===== config.mk =====
export PLATFORM = sky130hd
export DESIGN_NAME = sata_link_arbiter
export DESIGN_NICKNAME = d
export VERILOG_FILES = /design/src/rtl/sata_link_arbiter.sv
export SDC_FILE = /design/constraint.sdc
export NUM_CORES = 1
export LEC_CHECK = 0
export CAP_MARGIN = 5
export CORE_ASPECT_RATIO = 1.4
export CORE_MARGIN = 2
export CORE_UTILIZATION = 41
export CTS_CLUSTER_SIZE = 8
export DETAILED_ROUTE_END_ITERATION = 10
export GPL_TIMING_DRIVEN = 0
export HOLD_SLACK_MARGIN = 0.1
export PLACE_DENSITY = 0.93
export SLEW_MARGIN = 20
export SYNTH_ARGS = -nofsm -noshare
export SYNTH_HDL_FRONTEND = slang
export SYNTH_SLANG_ARGS = --single-unit

===== constraint.sdc =====
create_clock -name clk -period 4.8 [get_ports clk]
set_input_delay 0.48 -clock clk [delete_from_list [all_inputs] [get_ports clk]]
set_output_delay 0.48 -clock clk [all_outputs]
set_load 0.05 [all_outputs]

===== src/rtl/sata_link_arbiter.sv =====
// Grants the link read/write engines onto the single PHY transmit path,
// resolves X_RDY collisions and inserts the periodic ALIGN pair.
module sata_link_arbiter #(
  parameter int unsigned ALIGN_INTERVAL = 256,
  parameter int unsigned START_TIMEOUT  = 16
) (
  input  logic        clk,
  input  logic        rst,
  input  logic        phy_ready,
  input  logic        is_device,
  input  logic        detect_x_rdy,
  input  logic        wr_req,
  input  logic        wr_idle,
  input  logic        wr_xrdy_phase,
  input  logic [31:0] wr_tx_dout,
  input  logic        wr_tx_isk,
  input  logic        rd_idle,
  input  logic [31:0] rd_tx_dout,
  input  logic        rd_tx_isk,
  output logic        wr_en,
  output logic        rd_en,
  output logic        align_hold,
  output logic [31:0] tx_dout,
  output logic        tx_isk,
  output logic [1:0]  arb_state
);

  localparam int unsigned AW = ($clog2(ALIGN_INTERVAL) > 8) ? $clog2(ALIGN_INTERVAL) : 8;
  localparam int unsigned TW = $clog2(START_TIMEOUT + 1);
  localparam logic [AW-1:0] SLOT_START = AW'(ALIGN_INTERVAL - 2);
  localparam logic [AW-1:0] ACNT_LAST  = AW'(ALIGN_INTERVAL - 1);
  localparam logic [TW-1:0] TIMER_LAST = TW'(START_TIMEOUT - 1);
  localparam logic [31:0]   PRIM_ALIGN = 32'h7B4A_4ABC;
  localparam logic [31:0]   PRIM_SYNC  = 32'hB5B5_957C;

  typedef enum logic [1:0] {
    S_IDLE    = 2'd0,
    S_WRITE   = 2'd1,
    S_READ    = 2'd2,
    S_RELEASE = 2'd3
  } state_t;

  state_t        state;
  logic [AW-1:0] acnt;
  logic [TW-1:0] timer;
  logic          busy_seen;
  logic          eng_idle;

  assign wr_en      = (state == S_WRITE);
  assign rd_en      = (state == S_READ);
  assign arb_state  = state;
  assign align_hold = (acnt >= SLOT_START);
  assign eng_idle   = (state == S_READ) ? rd_idle : wr_idle;

  always_ff @(posedge clk) begin
    if (rst) begin
      state     <= S_IDLE;
      acnt      <= '0;
      timer     <= '0;
      busy_seen <= 1'b0;
      tx_dout   <= PRIM_SYNC;
      tx_isk    <= 1'b1;
    end else begin
      if (!phy_ready || align_hold) begin
        tx_dout <= PRIM_ALIGN;
        tx_isk  <= 1'b1;
      end else if (state == S_WRITE) begin
        tx_dout <= wr_tx_dout;
        tx_isk  <= wr_tx_isk;
      end else if (state == S_READ) begin
        tx_dout <= rd_tx_dout;
        tx_isk  <= rd_tx_isk;
      end else begin
        tx_dout <= PRIM_SYNC;
        tx_isk  <= 1'b1;
      end

      if (!phy_ready || acnt == ACNT_LAST) acnt <= '0;
      else                                 acnt <= acnt + AW'(1);

      // The whole FSM is frozen during an ALIGN slot, so a pending grant
      // change lands on the first cycle after the slot.
      if (!phy_ready) begin
        state     <= S_IDLE;
        timer     <= '0;
        busy_seen <= 1'b0;
      end else if (!align_hold) begin
        case (state)
          S_IDLE: begin
            timer     <= '0;
            busy_seen <= 1'b0;
            if (detect_x_rdy && wr_req) state <= is_device ? S_WRITE : S_READ;
            else if (detect_x_rdy)      state <= S_READ;
            else if (wr_req)            state <= S_WRITE;
          end
          S_WRITE, S_READ: begin
            if (state == S_WRITE && !is_device && detect_x_rdy && wr_xrdy_phase) begin
              state     <= S_READ;
              timer     <= '0;
              busy_seen <= 1'b0;
            end else if (eng_idle && (busy_seen || timer == TIMER_LAST)) begin
              state     <= S_RELEASE;
              timer     <= '0;
              busy_seen <= 1'b0;
            end else begin
              busy_seen <= busy_seen | ~eng_idle;
              if (!busy_seen && eng_idle) timer <= timer + TW'(1);
            end
          end
          default: begin
            state     <= S_IDLE;
            timer     <= '0;
            busy_seen <= 1'b0;
          end
        endcase
      end
    end
  end

endmodule

==> run metrics <==
DRT antenna net count 0; CTS tree done; Synth Instances 213; ys async rst share 0%; Initial Util 42.29%; via count about 2100; clock root buffer clkbuf_8; Cell Area, Synth approximately 2000 um^2; post-layout worst setup margin 2150 ps; Slew headroom around 60%; Worst path top cell family by delay buffers and inverters; Sink Count a little under 50; Placer Congestion 0.8012; number of antenna diodes 0; unrepaired setup endpoints after global routing false; Port Buffers 112; # nets final 415; crit path cell chain ha_1 > o211ai_1 > or2_1 > inv_2 > clkdlybuf4s50_1; vias per cell 5.300; gr ovfl total 0; CTS Hold Bufs 0; crit-path max cell delay 820 ps; hpwl dp a little under 5 mm; Worst-Margin Slew a little under 600 ps; WP data required 4320 ps; Synth Warn # 0; Resized cells post-CTS 0; CP Capture Type primary output; Max Cap Viol 0; VDD IR max approximately 160 uV; Leak 0.001250 uW; CP Launch Type flop; WL per Instance 15.58 um; core area 4805 um^2; DIE WIDTH 63.50 um; post-synth net total 296; clock-pin slew on the worst setup and hold paths approximately 90 ps; PD cells 283.8 nW/um^2; CP Class reg2out; worst-skew pair later-pin latency 300 ps; Critical Path Fanout Max 8; layout cells sized above 1 between 4 and 5%; max-slew violations 0; Place WS 2482 ps; IO Pins 113; setup total negative slack 0 ps; Layout area overhead 63.42%; min cycle time layout 2650 ps; CTS max path bufs 2; Post-CTS Repair Setup Buffers 0; CP max-delay cell clkdlybuf4s50_1; synthesis-stage register bit count 49; CTS Buf Count 5; Die Area 5543 um^2; Final Hold Violating Endpoints 0; Tot GR Track Use 22.49%; ys flop type dfxtp_1; first-pass GRT wire length about 9.8 mm; DRC viols 0; Worst Skew 6.517 ps; commonest cells after routing, fill and taps aside clkdlybuf4s50_1, dfxtp_1, o22ai_1, a21oi_1; vias in the first global route about 2100; htree depth 2; Total Power roughly 940 uW; CP bufs+invs 2; drt first pass iters 4; setup violators final 0; status finished, final reports clean; Post-synth EDFFs 0; Hold Crit Class reg2reg; Max Clock Freq 0.3773 GHz; most common cell after layout, fill and taps aside clkdlybuf4s50_1; Avg Inst Size Synth 9.540 um^2; Die Ht 87.30 um; post-synthesis sequential area ratio around half; final WL 6.186 mm; row count 30; arrival time at the worst endpoint 2170 ps; Final period util 55.21%; initial antenna violation count 0; synth unique cells 40; initial DRC count 98; pin count of the biggest net entering global routing 16
==> Yosys cell counts (3+ instances only) <==
master | n | area, um^2
dfxtp_1 | 49 | 980.9
o22ai_1 | 20 | 125.1
a21oi_1 | 16 | 80.08
a22oi_1 | 13 | 97.59
nand2_1 | 13 | 48.80
o21bai_1 | 12 | 90.09
nor2_1 | 11 | 41.29
clkbuf_1 | 9 | 33.78
ha_1 | 8 | 100.1
o21ai_0 | 7 | 35.03
inv_1 | 6 | 22.52
and3_1 | 3 | 18.77
nand3_1 | 3 | 15.01
nand4_1 | 3 | 18.77
nor2b_1 | 3 | 18.77
o211ai_1 | 3 | 22.52
xor2_1 | 3 | 26.28
==> sequential cells by signal (all words and copies together), names as in the netlist <==
signal / cells
tx_isk: 1
arb_state: 2
busy_seen: 1
timer: 5
acnt: 8
tx_dout: 32
==> kinds of logic after synthesis <==
group	count (synthesis)	synth area share, %
xor gates and xnor gates	5	2.156
adders and majority gates	8	4.926
DFF	49	48.28
buffers and inverters	19	4.002
muxes	1	0.6772
and+or+nand+nor	50	13.55
AOI/OAI and AO/OA	81	26.42
==> metrics by stage <==
stage                     std cells  utilization, %  area [um^2]  hold slack (ps)
final                           397           69.11         3321            492.7
after global routing            397           69.11         3321            512.8
after CTS                       397           69.11         3321            493.7
after detailed placement        389           67.29         3233            473.0
after global placement          389           67.29         3233            458.5
after floorplan                 213               -         2032            437.3
==> worst paths after layout <==
path	from	endpoint	slack, ps	cells past startpoint
worst max register to register	timer[0]	timer[4]	2770	7
worst min register to register	acnt[0]	acnt[0]	490	1
worst min-delay path	acnt[0]	acnt[0]	490	1
worst max-delay path	acnt[1]	align_hold	2150	5
==> final cells by class <==
class / count / area [um^2]
buffer: 12 / 55.05
clock buffer: 6 / 72.57
clock inverter: 2 / 15.01
fill: 385 / 1484
inverter: 7 / 26.28
multi-input combinational: 145 / 969.7
sequential: 49 / 980.9
tap: 64 / 80.08
timing repair buffer: 112 / 1121
==> power breakdown <==
group	internal, uW	switching, uW	total (uW)
Clock	103	139	242
Sequential	426	6.89	432
Combinational	122	146	268
==> routing by layer <==
layer | up-vias | global-route usage, % | wire, um
met5 | - | 0 | 0
li1 | 1024 | - | -
met1 | 987 | 22.90 | 2361
met2 | 83 | 44.02 | 3307
met4 | 0 | 9.091 | 138
met3 | 10 | 4.528 | 377
(Power assumes the default switching activity.)
